File: config.mk
export PLATFORM = sky130hd
export DESIGN_NAME = dac_sample_buffer
export DESIGN_NICKNAME = d
export VERILOG_FILES = /design/src/rtl/dac_sample_buffer_pkg.sv /design/src/rtl/dac_sample_buffer_sync_fifo.sv /design/src/rtl/dac_sample_buffer.sv
export SDC_FILE = /design/constraint.sdc
export NUM_CORES = 1
export LEC_CHECK = 0
export ABC_AREA = 1
export BUFFER_PORTS_ARGS = -buffer_cell sky130_fd_sc_hd__clkbuf_2
export CAP_MARGIN = 15
export CORE_ASPECT_RATIO = 0.9
export CORE_UTILIZATION = 50
export DETAILED_ROUTE_END_ITERATION = 12
export GPL_TIMING_DRIVEN = 0
export PLACE_DENSITY = 0.69
export SYNTH_ARGS = -nofsm -noshare
export SYNTH_HDL_FRONTEND = slang
export SYNTH_SLANG_ARGS = --single-unit
File: constraint.sdc
create_clock -name clk -period 3 [get_ports clk]
set_clock_uncertainty 0.15 [all_clocks]
set_input_delay 0.3 -clock clk [delete_from_list [all_inputs] [get_ports clk]]
set_output_delay 0.3 -clock clk [all_outputs]
set_load 0.05 [all_outputs]
File: src/rtl/dac_sample_buffer_pkg.sv
// Shared types and helpers for the dac sample buffer: per-cycle event bundle
// and the code clamp applied when a sample is handed to the dac.
package dac_sample_buffer_pkg;

  // One-cycle events derived from the handshake and the dac strobe.
  typedef struct packed {
    logic push;
    logic pop;
    logic underflow;
  } buf_events_t;

  // Clamp a stored sample to the largest duty code the dac window can express.
  function automatic int unsigned clamp_code(int unsigned value, int unsigned max_code);
    return (value > max_code) ? max_code : value;
  endfunction

endpackage

File: src/rtl/dac_sample_buffer_sync_fifo.sv
// Synchronous FIFO with extra-MSB pointers; full/empty/count derive only from
// the registered pointers so no input reaches them combinationally.
module sync_fifo #(
  parameter int WIDTH = 10,
  parameter int DEPTH = 8
) (
  input  logic                       clk,
  input  logic                       rst_n,
  input  logic                       push,
  input  logic [WIDTH-1:0]           push_data,
  input  logic                       pop,
  output logic [WIDTH-1:0]           pop_data,
  output logic                       full,
  output logic                       empty,
  output logic [$clog2(DEPTH):0]     count
);

  localparam int AW = $clog2(DEPTH);
  localparam logic [AW:0] PTR_ONE = {{AW{1'b0}}, 1'b1};

  logic [WIDTH-1:0] mem [DEPTH];
  logic [AW:0]      wr_ptr;
  logic [AW:0]      rd_ptr;
  logic             do_push;
  logic             do_pop;

  assign do_push = push && !full;
  assign do_pop  = pop && !empty;

  // Same index with differing wrap bits means the writer lapped the reader.
  assign empty    = (wr_ptr == rd_ptr);
  assign full     = (wr_ptr[AW] != rd_ptr[AW]) && (wr_ptr[AW-1:0] == rd_ptr[AW-1:0]);
  assign count    = wr_ptr - rd_ptr;
  assign pop_data = mem[rd_ptr[AW-1:0]];

  always_ff @(posedge clk or negedge rst_n) begin
    if (!rst_n) begin
      wr_ptr <= '0;
      rd_ptr <= '0;
    end else begin
      if (do_push) wr_ptr <= wr_ptr + PTR_ONE;
      if (do_pop)  rd_ptr <= rd_ptr + PTR_ONE;
    end
  end

  always_ff @(posedge clk) begin
    if (do_push) mem[wr_ptr[AW-1:0]] <= push_data;
  end

endmodule

File: src/rtl/dac_sample_buffer.sv
// Elastic sample source feeding the PWM dac: buffers producer samples and
// presents one clamped code per dac window, counting strobes that find it empty.
module dac_sample_buffer
  import dac_sample_buffer_pkg::*;
#(
  parameter int CODE_WIDTH        = 10,
  parameter int DEPTH             = 8,
  parameter int CYCLES_PER_WINDOW = 1024,
  parameter int UNDERFLOW_WIDTH   = 16
) (
  input  logic                        clk,
  input  logic                        rst_n,
  input  logic [CODE_WIDTH-1:0]       in_sample,
  input  logic                        in_valid,
  output logic                        in_ready,
  input  logic                        next_sample,
  output logic [CODE_WIDTH-1:0]       code,
  output logic [$clog2(DEPTH):0]      fill_level,
  output logic [UNDERFLOW_WIDTH-1:0]  underflow_count
);

  localparam int unsigned MAX_CODE = unsigned'(CYCLES_PER_WINDOW - 1);
  localparam logic [UNDERFLOW_WIDTH-1:0] UF_ONE = {{(UNDERFLOW_WIDTH-1){1'b0}}, 1'b1};

  logic                  full;
  logic                  empty;
  logic [CODE_WIDTH-1:0] head;
  buf_events_t           ev;

  // Handshake: a sample transfers on any posedge where in_valid && in_ready;
  // in_ready is !full from registered pointers, so a same-cycle pop never
  // reopens it and in_valid may be held without the sample being duplicated.
  assign in_ready = !full;

  // An empty FIFO never bypasses a same-cycle push: that strobe is an underflow.
  always_comb begin
    ev           = '0;
    ev.push      = in_valid && !full;
    ev.pop       = next_sample && !empty;
    ev.underflow = next_sample && empty;
  end

  sync_fifo #(
    .WIDTH (CODE_WIDTH),
    .DEPTH (DEPTH)
  ) u_fifo (
    .clk       (clk),
    .rst_n     (rst_n),
    .push      (ev.push),
    .push_data (in_sample),
    .pop       (ev.pop),
    .pop_data  (head),
    .full      (full),
    .empty     (empty),
    .count     (fill_level)
  );

  always_ff @(posedge clk or negedge rst_n) begin
    if (!rst_n) begin
      code <= '0;
    end else if (ev.pop) begin
      code <= CODE_WIDTH'(clamp_code(32'(head), MAX_CODE));
    end
  end

  // Saturates at all-ones so a long starvation never reads as a small count.
  always_ff @(posedge clk or negedge rst_n) begin
    if (!rst_n) begin
      underflow_count <= '0;
    end else if (ev.underflow && (underflow_count != '1)) begin
      underflow_count <= underflow_count + UF_ONE;
    end
  end

endmodule

==> results of run 1 <==
-- critical path, delay by kind of cell, from the launching register on --
| family | cells | cell delay [ns] |
|---|---|---|
| AO/OA/AOI/OAI | 1 | 0.23 |
| XOR/XNOR | 1 | 0.18 |
| adder cells (fa/ha/maj) | 1 | 0.34 |
| buffers and inverters | 2 | 0.51 |
| flip-flops | 1 | 0.58 |
| AND/OR/NAND/NOR | 2 | 0.14 |
-- through the flow --
step | setup WS [ns] | hold WS, ns
floorplan | 0.0589 | -0.146
global placement | -0.397 | 0.305
detailed placement | -0.477 | 0.307
CTS | 0.0837 | 0.0128
global route | 0.000802 | 0.0210
finish | 0.142 | 0.0334
-- layer usage --
layer / track usage, % / up-vias / share of wire (%)
li1: - / 1821 / -
met1: 31.9 / 1793 / 41
met2: 36.3 / 164 / 48
met3: 6.74 / 19 / 9.0
met4: 11.1 / 0 / 1.7
met5: 0 / - / 0
-- timing repair --
action	in CTS	in global routing
buffers inserted	1	0
cloned	0	0
hold buffers	1	0
gates resized for setup	8	4
hold endpoints to repair	34	0
endpoints found under the setup margin	82	12
-- placed cells by master, fill, tap and decap left out --
cell / n
sky130_fd_sc_hd__nand2_2: 11
sky130_fd_sc_hd__buf_6: 3
sky130_fd_sc_hd__clkbuf_1: 8
sky130_fd_sc_hd__o21ai_2: 7
sky130_fd_sc_hd__nand4_1: 5
sky130_fd_sc_hd__nor2_4: 4
sky130_fd_sc_hd__buf_2: 7
sky130_fd_sc_hd__o21ai_1: 2
sky130_fd_sc_hd__buf_4: 1
sky130_fd_sc_hd__xnor2_2: 1
sky130_fd_sc_hd__a211oi_1: 1
sky130_fd_sc_hd__xnor2_1: 2
sky130_fd_sc_hd__nand2_1: 102
sky130_fd_sc_hd__clkbuf_16: 17
sky130_fd_sc_hd__dfrtp_1: 34
sky130_fd_sc_hd__edfxtp_1: 80
sky130_fd_sc_hd__inv_2: 3
sky130_fd_sc_hd__nand3_2: 2
sky130_fd_sc_hd__clkbuf_4: 1
sky130_fd_sc_hd__ha_1: 6
sky130_fd_sc_hd__nor2_1: 98
sky130_fd_sc_hd__inv_1: 22
sky130_fd_sc_hd__o21ai_0: 43
sky130_fd_sc_hd__xor2_1: 8
sky130_fd_sc_hd__clkbuf_2: 43
sky130_fd_sc_hd__clkinv_4: 2
sky130_fd_sc_hd__dlygate4sd3_1: 1
sky130_fd_sc_hd__nand3_1: 42
sky130_fd_sc_hd__clkinv_2: 6
sky130_fd_sc_hd__bufinv_16: 5
sky130_fd_sc_hd__nor2_2: 9
sky130_fd_sc_hd__clkinvlp_4: 4
sky130_fd_sc_hd__fa_1: 1
-- flip-flops by register name (all words and copies together), names as in the netlist --
| name | cells |
|---|---|
| code | 10 |
| u_fifo.mem | 80 |
| underflow_count | 16 |
| u_fifo.rd_ptr | 4 |
| u_fifo.wr_ptr | 4 |
-- Yosys cell counts --
cell type and n:
sky130_fd_sc_hd__nand2_2 11, sky130_fd_sc_hd__nand4_1 5, sky130_fd_sc_hd__clkinv_2 1, sky130_fd_sc_hd__inv_2 3
sky130_fd_sc_hd__xor2_1 8, sky130_fd_sc_hd__nand3_1 42, sky130_fd_sc_hd__xnor2_1 2, sky130_fd_sc_hd__ha_1 6
sky130_fd_sc_hd__o21ai_0 43, sky130_fd_sc_hd__buf_2 7, sky130_fd_sc_hd__buf_6 3, sky130_fd_sc_hd__nor2_2 2
sky130_fd_sc_hd__dfrtp_1 34, sky130_fd_sc_hd__inv_1 23, sky130_fd_sc_hd__a211oi_1 1, sky130_fd_sc_hd__o21ai_1 2
sky130_fd_sc_hd__nor2_1 106, sky130_fd_sc_hd__nand2_1 102, sky130_fd_sc_hd__nand3_2 2, sky130_fd_sc_hd__xnor2_2 1
sky130_fd_sc_hd__edfxtp_1 80, sky130_fd_sc_hd__o21ai_2 7, sky130_fd_sc_hd__clkbuf_1 9, sky130_fd_sc_hd__fa_1 1
sky130_fd_sc_hd__nor2_4 3
-- cells by family after synthesis --
kind of cell,Yosys count
DFF,114
xor gates and xnor gates,11
adders and majority gates,7
buffers and inverters,46
AOI/OAI and AO/OA,53
and+or+nand+nor,273
-- how the worst max path moves through the flow --
| stage | slack (ns) | endpoint | start | depth (start not counted) |
|---|---|---|---|---|
| after floorplan | 0.06 | u_fifo.mem[1][0] | u_fifo.rd_ptr[1] | 10 |
| after global placement | -0.40 | u_fifo.mem[6][9] | u_fifo.rd_ptr[1] | 10 |
| after detailed placement | -0.48 | u_fifo.mem[6][5] | u_fifo.rd_ptr[1] | 10 |
| after CTS | 0.08 | fill_level[3] | u_fifo.rd_ptr[1] | 7 |
| after global routing | 0.0008 | fill_level[3] | u_fifo.rd_ptr[1] | 7 |
| final | 0.14 | fill_level[3] | u_fifo.rd_ptr[1] | 7 |
-- power breakdown --
| group | total [uW] | leakage [uW] | internal (uW) | switching (uW) |
|---|---|---|---|---|
| registers | 2300 | 0.00115 | 2050 | 250 |
| logic | 2990 | 0.00106 | 788 | 2200 |
| clock network | 2170 | 0.000308 | 1460 | 702 |
| total | 7460 | 0.00252 | 4300 | 3150 |
-- layout make-up --
cell class                      instances  area, um2  share of cell area (%)
Buffer                                 18        101                    1.64
Clock buffer                           17        425                    6.89
Clock inverter                         15        215                    3.49
Inverter                               27        106                    1.72
Multi-Input combinational cell        344       1680                    27.1
Sequential cell                       114       3250                    52.7
Tap cell                              126        158                    2.55
Timing Repair Buffer                   46        238                    3.85
==> results, run 1 <==
- Max-cap violations in this run came to 0.
- The DRC violation count after routing is 0.
- The main combinational cell family by area after synthesis is simple AND/OR/NAND/NOR gates.
- The detailed-router iteration count before antenna repair is 5.
- The overall power after layout is 7460 uW.
- In this run the static leakage power is 0.00252 uW.
- The clock reaches the later pin of the worst-skew pair after 0.41 ns.
- The via count of the first global-routing pass is 3,555.
- Of the post-synthesis cell area, the dominant cell type holds 47.0%.
- The multiplexer share of the synthesized area is 0%.
- The maximum fanout encountered on the critical timing path is 6.
- The largest total area in the synthesized netlist belongs to sky130_fd_sc_hd__edfxtp_1.
- The number of distinct library cells after synthesis is 25.
- The net count reported at finish is 589.
- The clock edge transition at the registers on the reported setup and hold paths is 0.05 ns.
- The sort of element at the end of the critical path is an output pin.
- The largest net degree at the start of global routing is 35.
- TritonCTS created 17 clock buffers.
- In this run the most critical hold path is launched from in_sample[7].
- Traced cell by cell, the critical path runs through clkinvlp_4, ha_1, nand2_2, nor2_1, a211oi_1, xor2_1, buf_2.
- The number of antenna violations at the first check in global routing is 0.
- The final setup TNS is 0 ns.
- Once placement finished, the instance area stood at 0.00549 mm2.
- The share of final-layout standard cells stronger than drive strength 1 is 21.7%.
- The minimum clock period is 2.86 ns.
- Headroom to the max-slew limit came out at 42.0%.
- The number of instances in the synthesized netlist is 504.
- The worst-case clock buffer depth is 2.
- The worst hold path depth is 1.
- The tree is rooted in a sky130_fd_sc_hd__clkbuf_16.
- Once layout is complete, the utilization of the core stands at 63.1%.
- The I/O pin count is 45.
- The worst hold path terminates at u_fifo.mem[6][7].
- Yosys printed 0 warnings.
- The layout filler cell count is 773.
- The post-synthesis net count is 525.
- The first global-routing pass estimated 18,300 um of wire.
- For this run, the top clock speed supported by timing is 350 MHz.
- After detailed routing, the number of vias per cell comes to 5.37.
- The arrival time of data at the critical path endpoint is 2.41 ns.
- The detail route stage leaves a number of antenna-violating nets equal to 0.
- The portion of the post-synthesis area used by sequential elements is 63.7%.
- In this design, the stage delay of the slowest critical-path cell is 0.58 ns.
- The adder-cell share of the synthesized area is 1.86%.
- Setup violations remaining at the end of the flow were counted as 0.
- The initial DRC count is 207.
- The H-tree depth is 4.
- The relative area change from synthesis to final layout is 20.8%.
- Setup repair after global routing left no endpoint under its margin.
- The HPWL after detailed placement is 7700 um.
- The kind of critical path is flop to output pin.
- The worst register-to-register path has a depth of 9.
- The clock sink total is 114.
- The area share of and/or/nand/nor cells after synthesis is 22.7%.
- The final count of hold timing violations is 0.
- Global routing used 23.9% of the available tracks.
- The worst setup path is launched from a flop.
- Detailed routing inserted a total of 3,797 vias.
- The initial core utilization is 52.2%.
- The max-slew violation total from the final report is 0.
- TritonCTS built the clock tree.
- Yosys attributes the largest share of cell area to sky130_fd_sc_hd__edfxtp_1 47%, sky130_fd_sc_hd__dfrtp_1 17%, sky130_fd_sc_hd__nor2_1 7.8%, sky130_fd_sc_hd__nand2_1 7.5%, sky130_fd_sc_hd__o21ai_0 4.2%.
- Across all register-to-register paths, the minimum setup slack is 0.18 ns.
- The residual overflow from global routing is 0.
- The die outline height is 97.9 um.
- The synthesized netlist devotes 5.76% of its cell area to compound gates.
- The final RePlAce weighted congestion is 0.832.
- The run finished with clean final reports.
- The slew at the pin with the worst max-slew slack is 0.870 ns.
- The portion of the clock cycle consumed by the worst path in the final layout is 95.3%.
- The launching point of the worst reg2reg path is u_fifo.rd_ptr[1].
- For this block, the routed nets add up to 11,400 um of wire.
- Summing all non-filler instances in the final layout gives an area of 0.00617 mm2.
- The slowest library cell on the worst path is sky130_fd_sc_hd__dfrtp_1.
- For this design the ratio of total power to cell area is 1210 mW/mm2.
- The average wire length per cell after detail routing is 16.1 um.
- The number of antenna cells inserted is 0.
- The xor/xnor share of the synthesized area is 2.03%.
- The data required time at the worst endpoint is 2.55 ns.
- The initialized floorplan defines 34 standard-cell rows.
- The worst flop-to-flop path endpoint is u_fifo.mem[6][4].
- VDD sags by at most 859 uV.
- The filler-free cell count of the finished design is 707.
- Buffers placed on the I/O ports in this run total 44.
- The number of placed cells counting well taps is 674.
- The area inside the core boundary is 0.00978 mm2.
- The mapped netlist covers 0.00511 mm2.
- The post-synthesis area per instance is 10.1 um2.
- The worst hold-check path type is primary input to flop.
- The width of the chip is 109 um.
- The floorplan step defined a die boundary enclosing 0.0106 mm2.
- The post-synthesis register bit count is 114.
Note: power is estimated with default switching activity, not from simulation.
==> inputs of run 2 (changes only) <==
Settings changed: ABC_AREA 1 to 0.
==> results, run 2 <==
- The post-synthesis register bit count is 114.
- The power density normalized to cell area is 1110 mW/mm2.
- The post-synthesis net count is 304.
- In the final layout, the multi-input gates occupy 0.00146 mm2.
- During synthesis, Yosys emitted a total of 0 warnings.
- Measured against its own limit, the worst slew margin works out to 39.2%.
- Setup repair after global routing could not meet its margin everywhere.
- In the layout the commonest cells are 80 x sky130_fd_sc_hd__edfxtp_1, 43 x sky130_fd_sc_hd__clkbuf_2, 33 x sky130_fd_sc_hd__dfrtp_1, 24 x sky130_fd_sc_hd__nand2_1, 20 x sky130_fd_sc_hd__mux4_2.
- The max-slew violation total from the final report is 0.
- In this run the critical register-to-register path is launched from u_fifo.rd_ptr[1].
- The maximum fanout encountered on the critical timing path is 10.
- The die is 105 um wide.
- The routed layout has 2,767 vias.
- The worst setup path is of the flop to flop kind.
- The core region is 0.00917 mm2.
- The H-tree depth is 4.
- Buffers placed on the I/O ports in this run total 44.
- The compound-gate portion of the synthesized area is 1.79%.
- Before antenna repair, the detailed router went through 4 iterations.
- The minimum clock period is 2.92 ns.
- The arrival time of data at the critical path endpoint is 2.97 ns.
- The filler-free cell count of the finished design is 501.
- The combined area of all synthesized cells is 0.00475 mm2.
- The worst hold margin is 0.115 ns.
- The share of final-layout standard cells stronger than drive strength 1 is 33.0%.
- Summing the areas of all xor and xnor instances in the mapped netlist gives 4.40% of the synthesized area.
- The initial DRC count is 214.
- The register with the most flip-flops in the layout has 80 of them.
- Of the post-synthesis cell area, the part taken by muxes is 12.3%.
- The layout filler cell count is 646.
- The cell type with the highest aggregate area in the netlist is sky130_fd_sc_hd__edfxtp_1.
- In the final design database the tool counted 387 nets.
- Entering global routing, the biggest net connects 35 pins.
- The die covers 0.00989 mm2.
- The portion of the clock cycle consumed by the worst path in the final layout is 97.3%.
- The wire length of the first global-routing pass is 15,900 um.
- The residual overflow from global routing is 0.
- Dividing the synthesized area by the synthesized cell count gives 16.8 um2.
- The clock passes through at most 2 buffers.
- The static leakage power is 0.00242 uW.
- The global-route usage over all layers is 22.2%.
- The portion of the post-synthesis area used by sequential elements is 68.5%.
- In the synthesized netlist, the number of instances is 283.
- The area taken by flip-flops and latches is 0.00325 mm2.
- After synthesis, the largest family of logic cells by area is multiplexers.
- STA classifies the critical path endpoint as a flop.
- Tracing the worst setup path back leads to its startpoint at u_fifo.rd_ptr[1].
- The number of synthesized flops with an enable pin is 80.
- Leaving out fill and tap cells, the most frequent cell in the layout is sky130_fd_sc_hd__edfxtp_1.
- The number of antenna violations at the first check in global routing came to 0.
- VDD sags by at most 635 uV.
- The launch instance of the worst min-delay path is next_sample.
- Once the floorplan was initialized, standard cells occupied 51.8% of the core.
- Setup violations remaining at the end of the flow were counted as 0.
- The worst hold-check path type is primary input to flop.
- The number of nets with antenna violations after routing is 0.
- The share of synthesized area in the top cell type comes to 50.6%.
- The cell row count is 33.
- Clock tree synthesis inserted a total of 17 buffers.
- The clock edge transition at the registers on the reported setup and hold paths is 0.06 ns.
- In the routed design, unresolved DRC markers number 0.
- Summing the areas of all fa, ha and maj instances in the mapped netlist gives 2.00% of the synthesized area.
- sky130_fd_sc_hd__edfxtp_1 is the most common cell in the netlist.
- 45 I/O pins were placed.
- The number of maximum-capacitance constraint violations is 0.
- After synthesis, the share of flip-flops with an asynchronous set or reset is 29.8%.
- The number of placed cells counting well taps is 451.
- The synthesized netlist contains 40 unique library cells.
- The average wire length per cell after detail routing is 20.0 um.
- For the pin with the worst max-slew slack, the measured transition is 0.912 ns.
- The final RePlAce weighted congestion is 0.752.
- The overall power after layout is 6720 uW.
- The worst setup path is launched from a flop.
- The final count of hold timing violations is 0.
- Relative to the synthesized area, the layout overhead comes to 27.2%.
- The floorplan step set the die height to 94.4 um.
- The upper clock frequency limit is 343 MHz.
- The via count of the first global-routing pass was 3,003.
- The flow ran to the end, and the final reports show no timing, DRC or antenna violations.
- Summing the areas of all and, or, nand and nor instances in the mapped netlist gives 9.07% of the synthesized area.
- In the synthesized netlist the dominant register cell turns out to be sky130_fd_sc_hd__edfxtp_1.
- By area the synthesized netlist is led by sky130_fd_sc_hd__edfxtp_1 51%, sky130_fd_sc_hd__dfrtp_1 18%, sky130_fd_sc_hd__mux4_2 9.5%, sky130_fd_sc_hd__xor2_1 3.0%, sky130_fd_sc_hd__mux2i_1 2.1%.
- TritonCTS built the clock tree.
- CTS placed an instance of sky130_fd_sc_hd__clkbuf_8 at the clock tree root.
- The later pin in the worst-skew pair is clocked with a latency of 0.50 ns.
- The wire-length estimate of the detail-placed layout is 5770 um.
- Ranked by instance count, the synthesized netlist is headed by 80 x sky130_fd_sc_hd__edfxtp_1, 34 x sky130_fd_sc_hd__dfrtp_1, 24 x sky130_fd_sc_hd__nand2_1, 20 x sky130_fd_sc_hd__mux4_2, 16 x sky130_fd_sc_hd__xor2_1.
- The post-detailed-routing wire length is 10,000 um.
- For this design, the sink count on the clock tree is 114.
- Using the TritonRoute via totals, the vias-per-cell ratio works out to 5.52.
- Data on the critical path is required at its endpoint by 3.05 ns.
- The number of antenna cells inserted is 0.
run 2: cells by family after synthesis:
group | Yosys count
simple gates | 71
compound gates | 16
fa+ha+maj | 7
xor+xnor | 23
buf+inv | 19
flops | 114
mux | 33
run 2: layout make-up:
cell class                 count  area share, %
inverter                       9          0.559
clock inverter                 9           2.55
multi-input combinational    150           24.1
tap                          122           2.53
timing repair buffer          65           7.69
buffer                         9           1.14
clock buffer                  23           7.56
sequential                   114           53.9
run 2: stage by stage:
step | utilization [%] | area [um2] | worst slack, ns | setup TNS [ns]
after CTS | 65.6 | 6010 | 0.0503 | 0
after detailed placement | 56.2 | 5150 | -0.933 | -54.91
final | 65.9 | 6040 | 0.0806 | 0
after floorplan | - | 4760 | 0.00744 | 0
after global placement | 56.0 | 5130 | -0.957 | -65.88
after global routing | 65.9 | 6040 | -0.0345 | -0.678
run 2: layer usage:
layer	global-route usage, %	wire [um]
met4	9.15	212
met2	36.4	4950
met5	0	0
met3	5.52	535
met1	28.9	4300
run 2: timing repair:
action	4_1_cts	5_1_grt
endpoints found under the setup margin	93	35
hold buffers	12	0
pin swaps	4	0
gates resized for setup	16	3
buffers inserted	6	1
hold endpoints to repair	115	0
run 2: report_power, final:
group          internal, uW  switching (uW)
clock                  1390             678
sequential             2010             238
combinational           876            1530
run 2: critical path, stage by stage, from the launching register on:
cell and delay [ns]:
sky130_fd_sc_hd__dfrtp_1 0.41, sky130_fd_sc_hd__buf_6 0.16, sky130_fd_sc_hd__buf_8 0.18, sky130_fd_sc_hd__inv_1 0.06, sky130_fd_sc_hd__ha_1 0.32, sky130_fd_sc_hd__and3_1 0.26, sky130_fd_sc_hd__a21boi_2 0.28, sky130_fd_sc_hd__nand2_1 0.32
sky130_fd_sc_hd__nor3_4 0.30, sky130_fd_sc_hd__buf_12 0.18
run 2: final timing paths:
path                                       end  slack (ns)  depth (start not counted)
max                           u_fifo.mem[0][7]        0.08                          9
min                        underflow_count[15]        0.11                          4
max reg2reg                   u_fifo.mem[0][7]        0.08                          9
min reg2reg                            code[4]        0.33                          2
max in group asynchronous     u_fifo.rd_ptr[2]        1.76                          2
min in group asynchronous  underflow_count[14]        0.32                          2
==> inputs of run 3 (changes only) <==
Settings changed: CAP_MARGIN 15 to 20, CORE_UTILIZATION 50 to 25, PLACE_DENSITY 0.69 to default, SLEW_MARGIN from default to 20.
==> results, run 3 (same netlist as run 2, synthesis figures left out) <==
- The flow ran to the end, and the final reports show no timing, DRC or antenna violations.
- Before antenna repair, the detailed router went through 5 iterations.
- The completed layout was analyzed and its total power is 6780 uW.
- In this run the tightest slew margin relative to its limit is 34.5%.
- The clock edge transition at the registers on the reported setup and hold paths is 0.06 ns.
- The count of nets left with antenna violations once routing finished came out at 0.
- Row generation in the floorplan step produced 47 rows.
- The detailed router finished its first iteration with 140 violations.
- The top cell types in the final layout, fill and taps aside, are 80 x sky130_fd_sc_hd__edfxtp_1, 44 x sky130_fd_sc_hd__clkbuf_2, 33 x sky130_fd_sc_hd__dfrtp_1, 22 x sky130_fd_sc_hd__nand2_1, 20 x sky130_fd_sc_hd__mux4_2.
- For this run, design rule violations remaining after detail routing come to 0.
- Summing all multi-input logic gate instances after layout gives 0.00148 mm2.
- CTS placed an instance of sky130_fd_sc_hd__clkbuf_16 at the clock tree root.
- The signal on the critical path passes through clkbuf_4, buf_8, inv_1, ha_1, and3_1, a21boi_4, nand2_2, nor2_4, buf_4.
- The worst setup slack before clock tree synthesis is -0.994 ns.
- The area inside the core boundary is 0.0185 mm2.
- Across every metal layer, demand over resource in global routing totals 11.3%.
- The area taken by flip-flops and latches is 0.00325 mm2.
- The number of antenna violations at the first check in global routing is 0.
- The via count of the first global-routing pass came to 2,854.
- The largest stage delay on the critical path is 0.41 ns.
- Once the floorplan was initialized, standard cells occupied 25.7% of the core.
- The number of buffers created by CTS is 17.
- The upper clock frequency limit is 357 MHz.
- At the end of the flow, the number of nets in the layout was 378.
- The clock sink total is 114.
- The die covers 0.0195 mm2.
- The worst hold path depth is 1.
- The final count of hold timing violations was 0.
- Data on the critical path is required at its endpoint by 2.97 ns.
- The worst path needs 2.80 ns of the cycle, external delays included.
- In this run the worst path has a maximum fanout of 10.
- The relative area change from synthesis to final layout is 28.7%.
- The number of cells on the worst reg-to-reg path is 9.
- In the routed layout, each cell is associated on average with a via count of 4.29.
- The static leakage power is 0.00239 uW.
- Setup repair after global routing left no endpoint under its margin.
- Of the cells placed in the final design, the portion with a size suffix greater than 1 is 35.7%.
- In this run, placement finished with an instance count of 577.
- The largest net degree at the start of global routing is 35.
- The max-slew violation total from the final report is 0.
- Across all layers, the routed design uses 2,640 vias.
- The floorplan step set the die height to 133 um.
- The worst setup path is launched from a flop.
- The register with the most flip-flops in the layout has 80 of them.
- Leaving out fill and tap cells, the most frequent cell in the layout is sky130_fd_sc_hd__edfxtp_1.
- The portion of the clock cycle consumed by the worst path in the final layout is 93.3%.
- The layout filler cell count is 1,799.
- The first global-routing pass estimated 16,000 um of wire.
- In this run the count of I/O pins placed on the die edge is 45.
- The setup violation total in the final timing report is 0.
- The worst hold-check path type is primary input to flop.
- The worst vdd rail ir drop is 509 uV.
- For the worst-skew pair, the clock arrives at the later sink with an insertion delay of 0.41 ns.
- Measured along the x axis, the die boundary spans 147 um.
- The final standard cell utilization of the core is 33.1%.
- In this run the number of H-tree levels came out at 4.
- At the pin with the least slew margin, the transition time is 0.982 ns.
- The average wire length per cell after detail routing is 16.5 um.
- The final critical-path setup slack is 0.201 ns.
- Max-cap violations in this run came to 0.
- The kind of critical path is flop to flop.
- Input and output buffers added on the ports amount to 44.
- The slowest library cell on the worst path is sky130_fd_sc_hd__dfrtp_1.
- The HPWL after detailed placement is 6560 um.
- The number of antenna cells inserted is 0.
- The power density normalized to cell area is 1110 mW/mm2.
- TritonCTS built the clock tree.
- The final RePlAce weighted congestion is 0.746.
- The worst-case clock buffer depth is 2.
- Wires add up to 10,200 um.
- Leaving out filler cells and counting taps, the final layout contains 615.
- STA classifies the critical path endpoint as a flop.
- The arrival time of data at the critical path endpoint is 2.77 ns.
- The residual overflow from global routing is 0.
## run 3: power breakdown
group / internal (uW) / switching (uW) / leakage [uW]
combinational: 862 / 1530 / 0.000930
sequential: 2010 / 234 / 0.00116
clock: 1410 / 723 / 0.000295
## run 3: through the flow
step           hold WS, ns  cell area, um2  TNS (ns)
2_1_floorplan       -0.146            4760         0
3_3_place_gp         0.318            5280    -73.17
3_5_place_dp         0.325            5320    -57.35
4_1_cts            0.00834            6060    -0.672
5_1_grt             0.0177            6110         0
6_report            0.0187            6110         0
## run 3: repair_timing
item / in CTS / in global routing
hold endpoints to repair: 34 / 0
hold buffers: 1 / 0
pin swaps: 2 / 3
setup buffers: 3 / 3
setup endpoints to repair: 93 / 78
gates resized for setup: 16 / 10
## run 3: cell type report
cell class | count | area share, %
Clock buffer | 20 | 7.31
Timing Repair Buffer | 56 | 5.57
Inverter | 9 | 0.553
Clock inverter | 12 | 2.97
Buffer | 9 | 1.09
Multi-Input combinational cell | 150 | 24.2
Tap cell | 245 | 5.02
Sequential cell | 114 | 53.3
## run 3: per-layer routing
metal / GRT usage [%] / vias to the layer above / part of all wire, %
met1: 13.4 / 1335 / 41
met3: 3.41 / 9 / 6.1
met4: 4.98 / 0 / 0.90
met2: 18.9 / 69 / 52
met5: 0 / - / 0
li1: - / 1227 / -
## run 3: worst max-delay path, delay by kind of cell (launching register included)
kind / cells / cell delay (ns)
buffers and inverters: 4 / 0.68
and+or+nand+nor: 3 / 0.68
DFF: 1 / 0.41
adders and majority gates: 1 / 0.32
AOI/OAI and AO/OA: 1 / 0.26
## run 3: path summary, 6_finish.rpt
kind / startpoint / to / slack [ns]
worst max-delay path: u_fifo.rd_ptr[1] / u_fifo.mem[6][2] / 0.20
worst min-delay path: in_sample[3] / u_fifo.mem[4][3] / 0.02
worst max register to register: u_fifo.rd_ptr[1] / u_fifo.mem[6][2] / 0.20
worst min register to register: code[8] / code[8] / 0.33
max in group asynchronous: rst_n / u_fifo.rd_ptr[2] / 1.59
min in group asynchronous: rst_n / underflow_count[7] / 0.43
